**config.mk**
```make
export PLATFORM = sky130hd
export DESIGN_NAME = disp_scan_flat
export DESIGN_NICKNAME = d
export VERILOG_FILES = /design/src/rtl/disp_scan_pkg.sv /design/src/rtl/disp_scan_if.sv /design/src/rtl/disp_scan_hex7seg.sv /design/src/rtl/disp_scan.sv /design/src/flat_wrapper.sv
export SDC_FILE = /design/constraint.sdc
export NUM_CORES = 1
export LEC_CHECK = 0
export CORE_MARGIN = 2
export CORE_UTILIZATION = 55
export DETAILED_ROUTE_END_ITERATION = 8
export PLACE_DENSITY = 0.83
export SLEW_MARGIN = 0
export SYNTH_ARGS = -nofsm -noshare
export SYNTH_HDL_FRONTEND = slang
export SYNTH_HIERARCHICAL = 1
export SYNTH_SLANG_ARGS = --single-unit
```
**constraint.sdc**
```tcl
create_clock -name clk -period 6.4 [get_ports clk]
set_input_delay 1.6 -clock clk [delete_from_list [all_inputs] [get_ports clk]]
set_output_delay 1.6 -clock clk [all_outputs]
set_load 0.05 [all_outputs]
```
**src/rtl/disp_scan_pkg.sv**
```systemverilog
// disp_pkg: shared constants and segment table for the seven-segment scanner
package disp_pkg;
  localparam int NUM_DIGITS = 8;
  localparam logic [6:0] SEG_BLANK = 7'h7F;
  localparam logic [7:0] AN_OFF = 8'hFF;
  localparam logic [6:0] SEG_TABLE [16] = '{
    7'b1000000, 7'b1111001, 7'b0100100, 7'b0110000,
    7'b0011001, 7'b0010010, 7'b0000010, 7'b1111000,
    7'b0000000, 7'b0010000, 7'b0001000, 7'b0000011,
    7'b1000110, 7'b0100001, 7'b0000110, 7'b0001110
  };
endpackage

```
**src/rtl/disp_scan_if.sv**
```systemverilog
// disp_scan_if: display word/control inputs and multiplexed pin outputs
interface disp_scan_if;
  logic [31:0] disp_data;
  logic freeze;
  logic blank_lz;
  logic [7:0] dp_mask;
  logic [7:0] an;
  logic [6:0] seg;
  logic dp;
  modport master(output disp_data, freeze, blank_lz, dp_mask, input an, seg, dp);
  modport slave(input disp_data, freeze, blank_lz, dp_mask, output an, seg, dp);
endinterface

```
**src/rtl/disp_scan_hex7seg.sv**
```systemverilog
// hex7seg: nibble to active-low seven-segment decode
module hex7seg
  import disp_pkg::*;
(
  input  logic [3:0] nib,
  output logic [6:0] seg
);
  assign seg = SEG_TABLE[nib];
endmodule

```
**src/rtl/disp_scan.sv**
```systemverilog
// disp_scan: time-multiplexed eight-digit hex display driver with leading-zero blanking
module disp_scan
  import disp_pkg::*;
#(
  parameter int SCAN_DIV = 100000
) (
  input logic clk,
  input logic rst,
  disp_scan_if.slave bus
);
  localparam int CW = SCAN_DIV > 1 ? $clog2(SCAN_DIV) : 1;
  localparam int IW = $clog2(NUM_DIGITS);
  localparam logic [CW-1:0] LAST = CW'(SCAN_DIV - 1);
  logic [CW-1:0] cnt;
  logic [IW-1:0] idx;
  logic [31:0] shadow;
  logic [3:0] nib;
  logic [6:0] dec;
  logic tick, blank;
  always_comb begin
    tick = cnt == LAST;
    nib = shadow[{idx, 2'b00} +: 4];
    blank = bus.blank_lz && idx != '0 && (shadow >> {idx, 2'b00}) == 32'd0;
  end
  hex7seg u_dec (.nib(nib), .seg(dec));
  always_ff @(posedge clk) begin
    if (rst) begin
      cnt <= '0;
      idx <= '0;
      shadow <= '0;
      bus.an <= AN_OFF;
      bus.seg <= SEG_BLANK;
      bus.dp <= 1'b1;
    end else begin
      cnt <= tick ? '0 : cnt + 1'b1;
      idx <= idx + IW'(tick);
      shadow <= bus.freeze ? shadow : bus.disp_data;
      bus.an <= blank ? AN_OFF : ~(8'b1 << idx);
      bus.seg <= blank ? SEG_BLANK : dec;
      bus.dp <= blank | ~bus.dp_mask[idx];
    end
  end
endmodule

```
**src/flat_wrapper.sv**
```systemverilog
// flat-port wrapper written by rule: the top's interface ports become plain ports
module disp_scan_flat import disp_pkg::*;
#(
  parameter int SCAN_DIV = 100000
)
  (clk, rst, bus_disp_data, bus_freeze, bus_blank_lz, bus_dp_mask, bus_an, bus_seg, bus_dp);
  disp_scan_if bus_i ();
  input logic clk;
  input logic rst;
  input wire logic [$bits(bus_i.disp_data)-1:0] bus_disp_data;
  input wire logic [$bits(bus_i.freeze)-1:0] bus_freeze;
  input wire logic [$bits(bus_i.blank_lz)-1:0] bus_blank_lz;
  input wire logic [$bits(bus_i.dp_mask)-1:0] bus_dp_mask;
  output wire logic [$bits(bus_i.an)-1:0] bus_an;
  output wire logic [$bits(bus_i.seg)-1:0] bus_seg;
  output wire logic [$bits(bus_i.dp)-1:0] bus_dp;
  assign bus_i.disp_data = bus_disp_data;
  assign bus_i.freeze = bus_freeze;
  assign bus_i.blank_lz = bus_blank_lz;
  assign bus_i.dp_mask = bus_dp_mask;
  assign bus_an = bus_i.an;
  assign bus_seg = bus_i.seg;
  assign bus_dp = bus_i.dp;
  disp_scan #(.SCAN_DIV(SCAN_DIV)) u_core (.clk(clk), .rst(rst), .bus(bus_i));
endmodule
```
# == Word level (Yosys, flattened, before mapping) ==
# Memories as Yosys holds them, arrays and structs flattened. A register that Yosys moved wholly into a read port is not among the register bits.
# Cells that the tools add are included.
# word_totals
regBits,61
rom_bits,112
n_memories,1
# mem_list
memory,depth,width,rd,rd_ports_with_merged_regs,write_ports,line_no,source
(no name shown),16,7,1,1,0,disp_scan_hex7seg.sv:8,assign seg = SEG_TABLE[nib];
# classes
n_addsub,2
magnitude_cmp,1
n_eq_ne,1
shift,3
n_mux,2
bitwise,4
n_reduce_logical,6
# ops
cell,n
$logic_not A32 Y1,1
$shiftx A32 B6 Y4,1
$shr A32 B5 Y32,1
$add A17 B1 Y17 const B,1
$eq A17 B17 Y1 const B,1
$not A8 Y8,1
$shl A1 B3 Y8 const A,1
$not A4 Y5,1
$lt A3 B4 Y1 const B,1
$reduce_or A2 Y1,2
$add A3 B1 Y3,1
$bmux W1 S3,1
$reduce_bool A3 Y1,1
$logic_and A1 B1 Y1,2
$mux W1,1
$not A1 Y1,1
$or A1 B1 Y1,1

# == Depth between registers and ports, before layout ==
# Gate-level depths: netlist of run 1.
# depth
word_depth,4
ltp_mapped,10
ltp_nobuf,8

# == Modules after synthesis ==
# Netlist of run 1, hierarchy kept.
# modules_own_cells
module,instances,cells_each,area_each_um2,seq_area_each_um2
disp_scan,1,299,3020.4,1361.3
hex7seg,1,31,262.8,0.0

# == Worst setup path before layout of run 1 ==
# Ideal clock, no wire load.
# synth_timing
kind,input to register
startpoint,input port bus_freeze
endpoint,register u_core.shadow[10]
arrival_time_ns,2.527
path_slack_ns,3.745
stages,4
path_cell_list,clkbuf_1 -> buf_1 -> mux2i_1 -> nor2_1
# synth_lines
item,line_no,source
start: declaration,flat_wrapper.sv:11,input wire logic [$bits(bus_i.freeze)-1:0] bus_freeze;
end signal: assignment,disp_scan.sv:37,shadow <= bus.freeze ? shadow : bus.disp_data;
end: declaration,disp_scan.sv:16,logic [31:0] shadow;

# == Worst setup path after layout of run 1 ==
# layout_timing
startpoint,register u_core.idx[0]
endpoint,register u_core.bus.seg[3]
# layout_via
word_cells_on_any_way,8
cone_classes,2 x shift; 1 x bitwise; 5 x reduce/logical
# layout_lines
item,line_no,source
start: declaration,disp_scan.sv:15,logic [IW-1:0] idx;
start signal: assignment,disp_scan.sv:36,idx <= idx + IW'(tick);
$shiftx A32 B6 Y4,disp_scan.sv:22,"nib = shadow[{idx, 2'b00} +: 4];"
named net u_core.nib[1],disp_scan.sv:17,logic [3:0] nib;
$not A4 Y5 (not written as such),disp_scan_hex7seg.sv:8,
end: declaration,disp_scan_if.sv:11,"modport slave(input disp_data, freeze, blank_lz, dp_mask, output an, seg, dp);"
# The timed path passes the listed nets, and every way through them passes these cells.
# A chain may end at the register's enable or synchronous reset.

==> results.md, run 1 <==
* DP Worst Slack at 3.09 ns
* Worst skew pair latency at 0.34 ns
* Peak supply drop at 0.169 mV
* Standard-cell rows at 28
* Fillers at 439
* Sequential area share after synthesis at 41.5%
* Flops & latches, synth at 68
* Fmax at 0.304 GHz
* Crit path launch type: flip-flop
* Total Power at 0.000956 W
* Max stage delay on crit path at 1.01 ns
* CTS Buf Count at 9
* Clk_skew at 0.00567 ns
* Final #Nets at 437
* Die footprint at 6600 µm²
* Inserted Diodes at 0
* Leakage at 1.62 nW
* Ys async rst share at 0%
* Most frequent cells in the layout: 68 x dfxtp_1, 63 x nor2_1, 58 x clkdlybuf4s50_1
* Total grt overflow at 0
* Most common cell after layout, fill and taps aside: dfxtp_1
* Setup TNS at 0 ns
* Die W at 81.3 µm
* Worst rel slew slack at 30.4%
* Primary FF master, synth: dfxtp_1
* Period utilization at 51.4%
* Finish-stage setup viols at 0
* Min-delay worst type: reg -> reg
* Layout cell share with drive strength beyond 1 at 9.30%
* Clk buf depth at 2
* Drt first pass iters at 4
* Root Buffer: clkbuf_8
* Register area at 1360 µm²
* Starting Density at 56.1%
* Core box area at 5850 µm²
* Post-CTS Setup Repair Bufs at 0
* H-tree Lvls at 3
* Distinct cells, synth at 47
* Wire per inst at 14.8 µm
* CTS sink count at 68
* Vias in the first global route at 2352
* Pin count of the biggest net entering global routing at 40
* Initial antenna violation count at 0
* Power density over the cells at 234 nW/µm²
* Post-Syn Area at 3280 µm²
* DRC viols at 0
* Detailed-route via count at 2555
* Hold Buf Count CTS at 0
* Pins Over Slew Limit at 0
* Arrival @ worst endpoint at 3.52 ns
* RSZ-0062 raised after global routing: no
* First-pass GRT wire length at 11000 µm
* CP Max Fanout at 24
* Worst path buffer plus inverter count at 2
* Post-Syn Instances at 330
* Post_cts resized at 0
* Hold WS at 0.472 ns
* CTS tree: yes
* Crit path capture type: flip-flop
* Min Tclk post-route at 3.29 ns
* Post-DRT Antenna Nets at 0
* Cell Chain, Critical Path: mux4_1 -> mux2_2 -> inv_1 -> ha_1 -> inv_1 -> mux4_1 -> or2_2
* RePlAce Congestion at 0.887
* Worst reg-to-reg setup slack at 3.11 ns
* Worst Tran Pin Value at 1.04 ns
* Number of top-level pins at 60
* I/O Buffers at 59
* Post-Route WL at 6820 µm
* EDFF count, synth at 0
* Max cap viols at 0
* Top delay family on crit path: multiplexers
* Total GRT Usage at 22.0%
* Syn Area/Cell at 9.95 µm²
* Multi-input combinational cell area at 1800 µm²
* Slowest CP cell: dfxtp_1
* Outcome: completed
* Setup CP Type: reg -> reg
* Area Growth Syn to Fin at 24.2%
* Mean number of vias per cell at 5.53
* Required @ worst endpoint at 6.63 ns
* Ys Warns at 6
* Worst-path clk slew at 0.07 ns
* Hold Vio Cnt, Final at 0
* Post-DP HPWL at 4890 µm
* Final worst setup slack at 3.11 ns
* Syn nets at 384
* Die height at 81.3 µm
* DRT iter0 DRCs at 133
-- flip-flops by register name (all words and copies together), names as in the netlist --
register,count
u_core/shadow,32
u_core/cnt,17
u_core/bus.an,8
u_core/bus.seg,7
u_core/idx,3
u_core/bus.dp,1
-- path summary, 6_finish.rpt --
check / from / endpoint / cells after the start
max: u_core/idx[0]$_SDFF_PP0_ / u_core/bus.seg[3]$_SDFF_PP1_ / 7
min: u_core/cnt[0]$_SDFF_PP0_ / u_core/cnt[0]$_SDFF_PP0_ / 1
max reg2reg: u_core/idx[0]$_SDFF_PP0_ / u_core/bus.seg[3]$_SDFF_PP1_ / 7
min reg2reg: u_core/cnt[0]$_SDFF_PP0_ / u_core/cnt[0]$_SDFF_PP0_ / 1
-- area by class of cell --
type / count / area share (%)
multi-input combinational: 237 / 44.1
clock buffer: 10 / 3.13
sequential: 68 / 33.4
clock inverter: 5 / 1.90
tap: 75 / 2.30
inverter: 7 / 0.644
timing repair buffer: 60 / 14.5
-- worst reg2reg max path, cell delays in order, from the launching register on --
cell and delay (ns):
dfxtp_1 1.01, mux4_1 0.71, mux2_2 0.33, inv_1 0.15, ha_1 0.17, inv_1 0.04, mux4_1 0.47, or2_2 0.30
-- stage by stage --
step           std cells  cell area (µm²)  utilization, %
2_1_floorplan        330             3280               -
3_3_place_gp         447             3870            66.2
3_5_place_dp         447             3870            66.2
4_1_cts              462             4080            69.7
5_1_grt              462             4080            69.7
6_report             462             4080            69.7
-- cells by family after synthesis --
kind of cell / share of synthesized area, %
mux: 22.6
xor+xnor: 4.27
fa+ha+maj: 3.81
simple gates: 19.7
compound gates: 4.38
flops: 41.5
buf+inv: 3.73
-- layer usage --
metal  up-vias  track usage [%]  wire length [µm]
li1       1283                -                 -
met1      1189             27.2              3000
met2        70             35.7              3340
met3        13             5.44               352
met4         0             10.8               127
met5         -                0                 0
-- Yosys cell counts (all sizes together) (7+ instances only) --
| cell type | count | area, µm² |
|---|---|---|
| buf | 9 | 62.6 |
| clkbuf | 9 | 33.8 |
| dfxtp | 68 | 1360 |
| ha | 10 | 125 |
| inv | 7 | 26.3 |
| mux2i | 42 | 420 |
| mux4 | 11 | 274 |
| nand2 | 11 | 41.3 |
| nand3 | 12 | 60.1 |
| nand4 | 7 | 43.8 |
| nor2 | 63 | 236 |
| nor3 | 7 | 40.0 |
| nor4 | 10 | 62.6 |
| or2 | 8 | 50.1 |
| xor2 | 10 | 87.6 |
-- where the power goes --
part	switching [W]	internal, W
sequential	0.0000159	0.000442
clock	0.000154	0.000216
combinational	0.0000622	0.0000672
total	0.000232	0.000725
Power figures use the tool's default switching activity.
==> run 2, diff against run 1 <==
Settings changed: CORE_UTILIZATION 55 to 52, PLACE_DENSITY 0.83 to 0.79.
Clock period 6.4 ns to 3.3 ns, I/O delays scaled along.
==> results.md, run 2 (same netlist as run 1, synthesis figures left out) <==
* H-tree Lvls at 3
* CTS Buf Count at 9
* Biggest regs: u_core/shadow: 32 flops, u_core/cnt: 17 flops, u_core/bus.an: 8 flops
* Register area at 1360 µm²
* Hold Buf Count CTS at 0
* Core box area at 6030 µm²
* Vias in the first global route at 2480
* Period utilization at 85.0%
* Worst r2r src: u_core/idx[0]$_SDFF_PP0_
* Largest register by flop count: u_core/shadow
* Final #Nets at 440
* Clk_skew at 0.00643 ns
* Starting Density at 54.5%
* Arrival @ worst endpoint at 3.04 ns
* Final worst setup slack at 0.494 ns
* Total grt overflow at 0
* CTS sink count at 68
* Crit path to: u_core/bus.seg[3]$_SDFF_PP1_
* Min-delay worst type: reg -> reg
* Root Buffer: clkbuf_8
* Worst Tran Pin Value at 0.919 ns
* Outcome: completed
* Standard-cell rows at 28
* DP Worst Slack at 0.490 ns
* CP Max Fanout at 10
* Power density over the cells at 427 nW/µm²
* Worst skew pair latency at 0.35 ns
* Die height at 83.5 µm
* Worst reg-to-reg setup slack at 0.49 ns
* Initial antenna violation count at 0
* Detailed-route via count at 2567
* Setup CP Type: reg -> reg
* Reg2reg end: u_core/bus.seg[3]$_SDFF_PP1_
* DRT iter0 DRCs at 85
* Layout cell share with drive strength beyond 1 at 9.97%
* Total Power at 0.00173 W
* Min Tclk post-route at 2.81 ns
* Hold Vio Cnt, Final at 0
* Placed Cells at 450
* Multi-input combinational cell area at 1800 µm²
* Fillers at 495
* Crit path capture type: flip-flop
* Number of top-level pins at 60
* Required @ worst endpoint at 3.54 ns
* RSZ-0062 raised after global routing: no
* R2R depth at 7
* Inserted Diodes at 0
* Peak supply drop at 0.272 mV
* I/O Buffers at 59
* Post-CTS Setup Repair Bufs at 0
* Setup TNS at 0 ns
* Post-DP HPWL at 4960 µm
* First-pass GRT wire length at 11500 µm
* Pins Over Slew Limit at 0
* Post_cts resized at 0
* Origin of the worst setup path: u_core/idx[0]$_SDFF_PP0_
* Max cap viols at 0
* Most common cell after layout, fill and taps aside: dfxtp_1
* Core Util, Final at 67.5%
* Worst-path clk slew at 0.07 ns
* Worst rel slew slack at 38.8%
* Crit path launch type: flip-flop
* Max reg flops at 32
* Total GRT Usage at 20.3%
* Post-DRT Antenna Nets at 0
* Clk buf depth at 2
* Area Growth Syn to Fin at 23.9%
* Post-Route WL at 6750 µm
* Die W at 83.5 µm
* Finish-stage setup viols at 0
* Leakage at 1.61 nW
* Mean number of vias per cell at 5.51
* CTS tree: yes
* Pin count of the biggest net entering global routing at 33
* Most frequent cells in the layout: 68 x dfxtp_1, 63 x nor2_1, 58 x clkdlybuf4s50_1
* Drt first pass iters at 4
* Wire per inst at 14.5 µm
* RePlAce Congestion at 0.854
* DRC viols at 0
* Fmax at 0.356 GHz
* Die footprint at 6970 µm²
* Non-filler cells, final at 466
run 2: through the flow:
| stage | cell area (µm²) | hold WS, ns |
|---|---|---|
| 2_1_floorplan | 3280 | 0.426 |
| 3_3_place_gp | 3900 | 0.443 |
| 3_5_place_dp | 3900 | 0.460 |
| 4_1_cts | 4070 | 0.476 |
| 5_1_grt | 4070 | 0.491 |
| 6_report | 4070 | 0.470 |
run 2: worst min-delay path by stage:
stage                     slack (ns)                        to  cells after the start                startpoint
after CTS                       0.48  u_core/cnt[0]$_SDFF_PP0_                      1  u_core/cnt[0]$_SDFF_PP0_
after global placement          0.44  u_core/cnt[0]$_SDFF_PP0_                      1  u_core/cnt[0]$_SDFF_PP0_
final                           0.47  u_core/cnt[0]$_SDFF_PP0_                      1  u_core/cnt[0]$_SDFF_PP0_
after detailed placement        0.46  u_core/cnt[0]$_SDFF_PP0_                      1  u_core/cnt[0]$_SDFF_PP0_
after global routing            0.49  u_core/cnt[0]$_SDFF_PP0_                      1  u_core/cnt[0]$_SDFF_PP0_
after floorplan                 0.43  u_core/cnt[0]$_SDFF_PP0_                      1  u_core/cnt[0]$_SDFF_PP0_
run 2: metal layers:
metal	GRT usage, %	part of all wire (%)	vias to the layer above
met1	25.6	46	1205
met5	0	0	-
li1	-	-	1279
met2	32.8	46	69
met4	8.50	2.0	0
met3	5.74	5.2	14
run 2: area by class of cell:
type	count	share of cell area [%]
clock buffer	12	3.57
clock inverter	4	0.615
timing repair buffer	63	15.1
inverter	7	0.646
tap	75	2.31
sequential	68	33.5
multi-input combinational	237	44.2
run 2: power breakdown:
group / switching, W / leakage (nW) / total, W / internal [W]
combinational: 0.000118 / 0.971 / 0.000248 / 0.000130
sequential: 0.0000304 / 0.558 / 0.000887 / 0.000856
clock: 0.000309 / 0.0824 / 0.000600 / 0.000291
total: 0.000458 / 1.61 / 0.00173 / 0.00128
run 2: worst max-delay path, stage by stage (launching register included):
cell	delay (ns)
dfxtp_1	0.58
mux4_1	0.67
mux2_2	0.34
inv_1	0.15
ha_1	0.16
inv_1	0.04
mux4_1	0.46
or2_2	0.29
